$ cat src/rtl/edu_aqmeas_writer_pkg.sv
// Shared types and default sizing for the EDU ancilla-measurement writer.
package edu_aqmeas_writer_pkg;

    localparam int DEF_NUM_AQ    = 32;
    localparam int DEF_CHUNK_BW  = 8;
    localparam int DEF_BUF_DEPTH = 4;
    localparam int DEF_ROUND_BW  = 4;
    localparam int DEF_AQMEAS_TH = 2;
    localparam int DEF_CODE_DIST = 5;

    typedef enum logic [1:0] {
        AQW_IDLE    = 2'd0,
        AQW_COLLECT = 2'd1,
        AQW_COMMIT  = 2'd2
    } aqw_state_e;

endpackage

$ cat src/rtl/edu_aqmeas_writer_if.sv
// Measurement beat stream plus EDU-facing round-buffer read port.
interface edu_aqmeas_writer_if #(
    parameter int NUM_AQ   = 32,
    parameter int CHUNK_BW = 8,
    parameter int ROUND_BW = 4
);
    logic                meas_valid;
    logic [CHUNK_BW-1:0] meas_chunk;
    logic                meas_last;
    logic                meas_ready;
    logic                pop_aqmeasbuf;
    logic                aqmeas_valid;
    logic [NUM_AQ-1:0]   aqmeas_data;
    logic [ROUND_BW-1:0] aqmeas_counter;

    modport master (
        output meas_valid, meas_chunk, meas_last, pop_aqmeasbuf,
        input  meas_ready, aqmeas_valid, aqmeas_data, aqmeas_counter
    );

    modport slave (
        input  meas_valid, meas_chunk, meas_last, pop_aqmeasbuf,
        output meas_ready, aqmeas_valid, aqmeas_data, aqmeas_counter
    );
endinterface

$ cat src/rtl/edu_aqmeas_writer_round_fifo.sv
// Round FIFO: WIDTH-bit words, DEPTH entries (power of 2), occupancy count, head read combinationally.
module edu_aqmeas_writer_round_fifo #(
    parameter int WIDTH = 32,
    parameter int DEPTH = 4,
    parameter int CNT_W = 4
) (
    input  logic             clk,
    input  logic             rst,
    input  logic             push,
    input  logic [WIDTH-1:0] push_data,
    input  logic             pop,
    output logic             full,
    output logic             empty,
    output logic [CNT_W-1:0] count,
    output logic [WIDTH-1:0] head
);
    localparam int PTR_W = (DEPTH > 1) ? $clog2(DEPTH) : 1;

    logic [WIDTH-1:0] mem [DEPTH];
    logic [PTR_W-1:0] wr_ptr_q, wr_ptr_d, rd_ptr_q, rd_ptr_d;
    logic [CNT_W-1:0] count_q, count_d;
    logic             do_push, do_pop;

    assign full    = (count_q == CNT_W'(DEPTH));
    assign empty   = (count_q == '0);
    assign count   = count_q;
    assign do_push = push & ~full;
    assign do_pop  = pop & ~empty;
    // Masked while empty so the read port shows 0 out of reset instead of stale storage.
    assign head    = empty ? '0 : mem[rd_ptr_q];

    always_comb begin
        wr_ptr_d = do_push ? wr_ptr_q + PTR_W'(1) : wr_ptr_q;
        rd_ptr_d = do_pop  ? rd_ptr_q + PTR_W'(1) : rd_ptr_q;
        count_d  = count_q;
        case ({do_push, do_pop})
            2'b10:   count_d = count_q + CNT_W'(1);
            2'b01:   count_d = count_q - CNT_W'(1);
            default: count_d = count_q;
        endcase
    end

    always_ff @(posedge clk or negedge rst) begin
        if (!rst) begin
            wr_ptr_q <= '0;
            rd_ptr_q <= '0;
            count_q  <= '0;
        end else begin
            wr_ptr_q <= wr_ptr_d;
            rd_ptr_q <= rd_ptr_d;
            count_q  <= count_d;
        end
    end

    // NOTE: storage has no reset; validity is carried entirely by the pointers and count.
    always_ff @(posedge clk) begin
        if (do_push) mem[wr_ptr_q] <= push_data;
    end
endmodule

$ cat src/rtl/edu_aqmeas_writer.sv
// EDU ancilla-measurement writer: packs beats into round words, feeds the round FIFO, tracks ESM rounds.
// Build option AQMEAS_DIFF_EN: push detection events (round XOR previous round) instead of raw rounds.
module edu_aqmeas_writer
    import edu_aqmeas_writer_pkg::*;
#(
    parameter int NUM_AQ    = DEF_NUM_AQ,
    parameter int CHUNK_BW  = DEF_CHUNK_BW,
    parameter int BUF_DEPTH = DEF_BUF_DEPTH,
    parameter int ROUND_BW  = DEF_ROUND_BW,
    parameter int AQMEAS_TH = DEF_AQMEAS_TH,
    parameter int CODE_DIST = DEF_CODE_DIST
) (
    input  logic                clk,
    input  logic                rst,
    input  logic                esm_start,
    edu_aqmeas_writer_if.slave  bus,
    output logic [ROUND_BW-1:0] round_counter,
    output logic                esm_rounds_done,
    output logic                framing_err,
    output logic                underflow_err
);
    localparam int BEATS  = NUM_AQ / CHUNK_BW;
    localparam int BEAT_W = (BEATS > 1) ? $clog2(BEATS) : 1;
    localparam logic [BEAT_W-1:0]   LAST_BEAT  = BEAT_W'(BEATS - 1);
    localparam logic [ROUND_BW-1:0] LAST_ROUND = ROUND_BW'(CODE_DIST - 1);

    if (BUF_DEPTH < AQMEAS_TH || (NUM_AQ % CHUNK_BW) != 0) begin : g_param_err
        $error("edu_aqmeas_writer: illegal NUM_AQ/CHUNK_BW/BUF_DEPTH combination");
    end

    aqw_state_e          state_q, state_d;
    logic [NUM_AQ-1:0]   pack_q, pack_d;
    logic [BEAT_W-1:0]   beat_idx_q, beat_idx_d;
    logic [ROUND_BW-1:0] round_q, round_d;
    logic                done_q, done_d;
    logic                framing_q, framing_d;
    logic                underflow_q, underflow_d;
    logic                push, fifo_full, fifo_empty, at_last_slot;
    logic [NUM_AQ-1:0]   push_word;

    assign at_last_slot = (beat_idx_q == LAST_BEAT);

    always_comb begin
        state_d     = state_q;
        pack_d      = pack_q;
        beat_idx_d  = beat_idx_q;
        round_d     = round_q;
        done_d      = 1'b0;
        framing_d   = framing_q;
        underflow_d = underflow_q | (bus.pop_aqmeasbuf & fifo_empty);
        push        = 1'b0;
        case (state_q)
            AQW_IDLE: begin
                if (esm_start) begin
                    state_d = AQW_COLLECT;
                    round_d = '0;
                end
            end
            AQW_COLLECT: begin
                if (bus.meas_valid) begin
                    pack_d[int'(beat_idx_q) * CHUNK_BW +: CHUNK_BW] = bus.meas_chunk;
                    beat_idx_d = beat_idx_q + BEAT_W'(1);
                    if (bus.meas_last || at_last_slot) begin
                        state_d = AQW_COMMIT;
                        // Early last or a missing last both mean the beat count and framing disagree.
                        if (bus.meas_last != at_last_slot) framing_d = 1'b1;
                    end
                end
            end
            AQW_COMMIT: begin
                if (!fifo_full) begin
                    push       = 1'b1;
                    pack_d     = '0;
                    beat_idx_d = '0;
                    round_d    = round_q + ROUND_BW'(1);
                    if (round_q == LAST_ROUND) begin
                        done_d  = 1'b1;
                        state_d = AQW_IDLE;
                    end else begin
                        state_d = AQW_COLLECT;
                    end
                end
            end
            default: state_d = AQW_IDLE;
        endcase
    end

    // NOTE: every flop here is updated with non-blocking assignments from the _d values.
    always_ff @(posedge clk or negedge rst) begin
        if (!rst) begin
            state_q     <= AQW_IDLE;
            pack_q      <= '0;
            beat_idx_q  <= '0;
            round_q     <= '0;
            done_q      <= 1'b0;
            framing_q   <= 1'b0;
            underflow_q <= 1'b0;
        end else begin
            state_q     <= state_d;
            pack_q      <= pack_d;
            beat_idx_q  <= beat_idx_d;
            round_q     <= round_d;
            done_q      <= done_d;
            framing_q   <= framing_d;
            underflow_q <= underflow_d;
        end
    end

`ifdef AQMEAS_DIFF_EN
    logic [NUM_AQ-1:0] prev_round_q, prev_round_d;

    always_comb begin
        prev_round_d = prev_round_q;
        if (state_q == AQW_IDLE && esm_start) prev_round_d = '0;
        else if (push)                        prev_round_d = pack_q;
    end

    always_ff @(posedge clk or negedge rst) begin
        if (!rst) prev_round_q <= '0;
        else      prev_round_q <= prev_round_d;
    end

    assign push_word = pack_q ^ prev_round_q;
`else
    assign push_word = pack_q;
`endif

    edu_aqmeas_writer_round_fifo #(
        .WIDTH (NUM_AQ),
        .DEPTH (BUF_DEPTH),
        .CNT_W (ROUND_BW)
    ) u_fifo (
        .clk       (clk),
        .rst       (rst),
        .push      (push),
        .push_data (push_word),
        .pop       (bus.pop_aqmeasbuf),
        .full      (fifo_full),
        .empty     (fifo_empty),
        .count     (bus.aqmeas_counter),
        .head      (bus.aqmeas_data)
    );

    assign bus.meas_ready   = (state_q == AQW_COLLECT);
    assign bus.aqmeas_valid = ~fifo_empty;
    assign round_counter    = round_q;
    assign esm_rounds_done  = done_q;
    assign framing_err      = framing_q;
    assign underflow_err    = underflow_q;
endmodule
$ cat src/flat_wrapper.sv
// flat-port wrapper written by rule: the top's interface ports become plain ports
module edu_aqmeas_writer_flat import edu_aqmeas_writer_pkg::*;
#(
    parameter int NUM_AQ    = DEF_NUM_AQ,
    parameter int CHUNK_BW  = DEF_CHUNK_BW,
    parameter int BUF_DEPTH = DEF_BUF_DEPTH,
    parameter int ROUND_BW  = DEF_ROUND_BW,
    parameter int AQMEAS_TH = DEF_AQMEAS_TH,
    parameter int CODE_DIST = DEF_CODE_DIST
)
  (clk, rst, esm_start, round_counter, esm_rounds_done, framing_err, underflow_err, bus_meas_valid, bus_meas_chunk, bus_meas_last, bus_pop_aqmeasbuf, bus_meas_ready, bus_aqmeas_valid, bus_aqmeas_data, bus_aqmeas_counter);
  edu_aqmeas_writer_if #(.NUM_AQ(NUM_AQ), .CHUNK_BW(CHUNK_BW), .ROUND_BW(ROUND_BW)) bus_i ();
  input  logic clk;
  input  logic rst;
  input  logic esm_start;
  output logic [ROUND_BW-1:0] round_counter;
  output logic esm_rounds_done;
  output logic framing_err;
  output logic underflow_err;
  input wire logic [$bits(bus_i.meas_valid)-1:0] bus_meas_valid;
  input wire logic [$bits(bus_i.meas_chunk)-1:0] bus_meas_chunk;
  input wire logic [$bits(bus_i.meas_last)-1:0] bus_meas_last;
  input wire logic [$bits(bus_i.pop_aqmeasbuf)-1:0] bus_pop_aqmeasbuf;
  output wire logic [$bits(bus_i.meas_ready)-1:0] bus_meas_ready;
  output wire logic [$bits(bus_i.aqmeas_valid)-1:0] bus_aqmeas_valid;
  output wire logic [$bits(bus_i.aqmeas_data)-1:0] bus_aqmeas_data;
  output wire logic [$bits(bus_i.aqmeas_counter)-1:0] bus_aqmeas_counter;
  assign bus_i.meas_valid = bus_meas_valid;
  assign bus_i.meas_chunk = bus_meas_chunk;
  assign bus_i.meas_last = bus_meas_last;
  assign bus_i.pop_aqmeasbuf = bus_pop_aqmeasbuf;
  assign bus_meas_ready = bus_i.meas_ready;
  assign bus_aqmeas_valid = bus_i.aqmeas_valid;
  assign bus_aqmeas_data = bus_i.aqmeas_data;
  assign bus_aqmeas_counter = bus_i.aqmeas_counter;
  edu_aqmeas_writer #(.NUM_AQ(NUM_AQ), .CHUNK_BW(CHUNK_BW), .BUF_DEPTH(BUF_DEPTH), .ROUND_BW(ROUND_BW), .AQMEAS_TH(AQMEAS_TH), .CODE_DIST(CODE_DIST)) u_core (.clk(clk), .rst(rst), .esm_start(esm_start), .bus(bus_i), .round_counter(round_counter), .esm_rounds_done(esm_rounds_done), .framing_err(framing_err), .underflow_err(underflow_err));
endmodule
$ cat config.mk
export PLATFORM = sky130hd
export DESIGN_NAME = edu_aqmeas_writer_flat
export DESIGN_NICKNAME = d
export VERILOG_FILES = /design/src/rtl/edu_aqmeas_writer_pkg.sv /design/src/rtl/edu_aqmeas_writer_if.sv /design/src/rtl/edu_aqmeas_writer_round_fifo.sv /design/src/rtl/edu_aqmeas_writer.sv /design/src/flat_wrapper.sv
export SDC_FILE = /design/constraint.sdc
export NUM_CORES = 1
export LEC_CHECK = 0
export CAP_MARGIN = 20
export CORE_ASPECT_RATIO = 1.25
export CORE_MARGIN = 2
export CORE_UTILIZATION = 55
export CTS_BUF_LIST = sky130_fd_sc_hd__clkbuf_2
export DETAILED_ROUTE_END_ITERATION = 10
export PLACE_DENSITY = 0.86
export SYNTH_ARGS = -nofsm -noshare
export SYNTH_HDL_FRONTEND = slang
export SYNTH_HIERARCHICAL = 1
export SYNTH_SLANG_ARGS = --single-unit
$ cat constraint.sdc
create_clock -name clk -period 2.9 [get_ports clk]
set_input_delay 0.58 -clock clk [delete_from_list [all_inputs] [get_ports clk]]
set_output_delay 0.58 -clock clk [all_outputs]
set_load 0.02 [all_outputs]
==> summary.md <==
| Metric | Value |
|---|---|
| CTS tree | done |
| Clock slew seen by the registers of the worst setup and hold paths | around 0.25 ns |
| Nets | just under 600 |
| Num ports | 59 |
| Number of flops mapped to enable cells by yosys | approximately 130 |
| Die area | between 15,000 and 20,000 um2 |
| CTS H-tree depth | 4 |
| GRT overflow | 0 |
| Fraction of registers with async set/reset | 0.285 |
| Fmax | 341 MHz |
| Syn Inst Count | between 400 and 500 |
| First-pass GRT wire length | 26.4 mm |
| Fin cells | around 760 |
| Yosys top cell area share | 0.481 |
| Crit-path max cell delay | roughly 0.47 ns |
| Fin. Hold Viols | 0 |
| Drt pass-1 iters | 7 |
| Layout cells sized above 1 | 0.347 |
| Sequential element share of the synthesized area | 0.641 |
| Slew Limit Headroom | 0.496 |
| Via count | 4,520 |
| Total Routing Usage GR | 0.225 |
| Most common cell after layout, fill and taps aside | edfxtp_1 |
| Outcome | finished with violations |
| Final worst slack | -0.0309 ns |
| FILL cells | between 900 and 1,000 |
| Max-slew violations | 0 |
| DP Cell Count | ~700 |
| Most frequent cells in the layout | edfxtp_1, dfrtp_1, nor2b_1, mux4_2, buf_4 |
| Failing checks | negative setup slack |
| Cts bufs inserted | 17 |
| Arr. time, crit path | approximately 2.4 ns |
| Cell variety after synth | 53 |
| Pin count of the biggest net entering global routing | 34 |
| DP HPWL | roughly 10 mm |
| Slowest-stage cell, CP | mux4_2 |
| Adder-cell share of the synthesized area | 0.0251 |
| Vias in the first global route | 4,667 |
| Rows | approximately 50 |
| Synth Area in Simple Gates | 0.0979 |
| WP buf/inv | 4 |
| Main combinational cell family by area after synthesis | multiplexers |
| Drt drc | 0 |
| Worst Skew | ~0.035 ns |
| Crit path time final | 2.93 ns |
| Top cells by area, synth | edfxtp_1, dfrtp_1, mux4_2, mux2_4, nor2b_1 |
| Initial antenna violation count | 1 |
| RD Place Congestion | between 0.8 and 0.9 |
| Ys Warns | 6 |
| Pwr/cell area | around 1000 nW/um2 |
| Synth Area in Compound Gates | 0.0479 |
| Crit Path Class | reg2out |
| Critical path fanouts, max | 8 |
| Setup TNS | -0.0560 ns |
| I/O Buffers | a little under 60 |
| RSZ-0062 raised after global routing | true |
| Die height | 139 um |
| Dominant synthesized flop cell | edfxtp_1 |
| WP data required | ~2.3 ns |
| # clock sinks | 179 |
| DRT iter0 DRCs | 527 |
| Net Count, Synth | between 500 and 600 |
| Critical Path End Type | output pin |
| Width of the die | 112 um |
| Final worst-path cycle share | 1.01 |
| Drt via density | 5.96 |
| Startpoint Class | flop |
| Placeable Area | 14,300 um2 |
| FF+latch count, synth | between 150 and 200 |
| Post-Syn Area per Cell | ~17 um2 |
| Dominant cell type by area after synthesis | edfxtp_1 |
| LEAKAGE | between 3 and 4 nW |
| XOR/XNOR Fraction of Synth Area | 0.00658 |
| CP Cell Sequence | buf_8 > buf_16 > buf_6 > mux4_2 > nor2b_1 > buf_4 |
| Synthesized cell area | between 7000 and 8000 um2 |
| Max Cap Viol | 0 |
| Area grow syn2layout | 17.3% |
| Tot Pwr | approximately 9.4 mW |
| CTS Root Cell | clkbuf_2 |
| Final setup vio count | 4 |
| VDD IR max | 0.618 mV |
| Initial Util | 0.559 |
| Mux cell area share after synthesis | 0.142 |
| Clock tree buffer depth | 2 |
| Clock insertion delay at the later pin of the skew report | slightly above 0.7 ns |
| DRT antenna net count | 0 |
| Delay-heaviest family, CP | buffers and inverters |
| Worst-Margin Slew | approximately 0.76 ns |
| Final WL | ~17 mm |
| Hold Crit Class | in2async |
| Routed length per instance | 22.5 um |
area by class of cell:
| cell class | count | area, um2 | share of cell area |
|---|---|---|---|
| sequential | 179 | 5130 | 0.547 |
| tap | 178 | 223 | 0.0238 |
| clock buffer | 18 | 90.1 | 0.00961 |
| timing repair buffer | 103 | 1070 | 0.115 |
| antenna | 1 | 2.50 | 0.000267 |
| inverter | 14 | 62.6 | 0.00668 |
| clock inverter | 14 | 184 | 0.0196 |
| multi-input combinational | 251 | 2610 | 0.278 |
report_power, final:
part | internal [mW] | switching (mW)
logic | 2.13 | 2.31
clock network | 0.569 | 0.816
registers | 3.24 | 0.332
flip-flops by register name, indices dropped and copies added, names as in the netlist:
register / cells
u_core/pack_q: 32
u_core/state_q: 2
u_core/beat_idx_q: 2
u_core/u_fifo/mem: 128
u_core/round_counter: 4
u_core/esm_rounds_done: 1
u_core/u_fifo/count: 4
u_core/underflow_err: 1
u_core/framing_err: 1
u_core/u_fifo/rd_ptr_q: 2
u_core/u_fifo/wr_ptr_q: 2
worst register-to-register path, cell delays in order, from the launching register on:
cell and delay [ns]:
dfrtp_2 0.43, buf_4 0.11, nor3_2 0.04, and2_4 0.17, or3b_4 0.42, inv_8 0.10
a21boi_4 0.19, inv_1 0.08, ha_1 0.26, xor2_1 0.17, ha_1 0.18, a21oi_1 0.14
mux2i_1 0.23, xnor2_1 0.13
metrics by stage:
| step | utilization | area, um2 | hold slack (ns) | setup WS (ns) |
|---|---|---|---|---|
| 2_1_floorplan | - | 8010 | 0.284 | 0.00419 |
| 5_1_grt | 0.656 | 9370 | 0.399 | -0.156 |
| 3_3_place_gp | 0.616 | 8800 | 0.439 | 0.163 |
| 3_5_place_dp | 0.616 | 8800 | 0.448 | 0.118 |
| 4_1_cts | 0.643 | 9180 | 0.378 | -0.0772 |
| 6_report | 0.656 | 9370 | 0.410 | -0.0309 |
Yosys cell counts (2+ instances only):
cell / count
mux2_2: 4
xnor2_1: 3
nor4_1: 7
and2_1: 5
nand4b_1: 10
inv_1: 13
buf_4: 2
or3b_1: 2
mux4_2: 32
o21ai_0: 2
a22o_1: 3
nand3_1: 19
nand3b_1: 2
xor2_1: 3
a221oi_1: 2
buf_2: 10
nor2b_1: 37
clkbuf_1: 9
a21oi_1: 3
buf_1: 2
buf_6: 11
a21o_4: 3
nor2_1: 6
a21o_1: 2
edfxtp_1: 128
nand2_1: 19
o41ai_2: 7
ha_1: 16
o31ai_1: 3
nor3_1: 19
mux2_4: 24
dfrtp_1: 51
worst paths after layout:
path                                          end  slack (ns)                 startpoint  cells after the start
setup / recovery              bus_aqmeas_data[30]       -0.03  u_core/u_fifo/rd_ptr_q[0]                      6
hold / removal             u_core/u_fifo/count[3]        0.41                        rst                      2
setup reg to reg           u_core/u_fifo/count[2]        0.18     u_core/u_fifo/count[0]                     13
hold reg to reg              u_core/underflow_err        0.49       u_core/underflow_err                      1
max in group asynchronous        u_core/pack_q[7]        1.69                        rst                      3
min in group clk             u_core/underflow_err        0.49       u_core/underflow_err                      1
layer usage:
layer,track usage,vias to the layer above,wire [um]
met5,0,-,0
met4,0.0851,0,390
met3,0.0524,28,1000
met2,0.386,196,9120
met1,0.280,2283,6540
li1,-,2013,-
cell families (layout without fill, tap and decap cells):
group / Yosys count / in the layout
buffers and inverters: 50 / 149
AO/OA/AOI/OAI: 35 / 35
multiplexers: 61 / 61
XOR/XNOR: 6 / 6
AND/OR/NAND/NOR: 133 / 133
flip-flops: 179 / 179
adder cells (fa/ha/maj): 16 / 16
other: 0 / 1
what timing repair did:
item / CTS / global route
cloned: 5 / 2
endpoints found under the hold margin: 31 / 0
pin swaps: 1 / 1
setup buffers: 7 / 10
endpoints found under the setup margin: 33 / 35
hold buffers: 1 / 0
resized for setup: 136 / 36
Power figures use the tool's default switching activity.
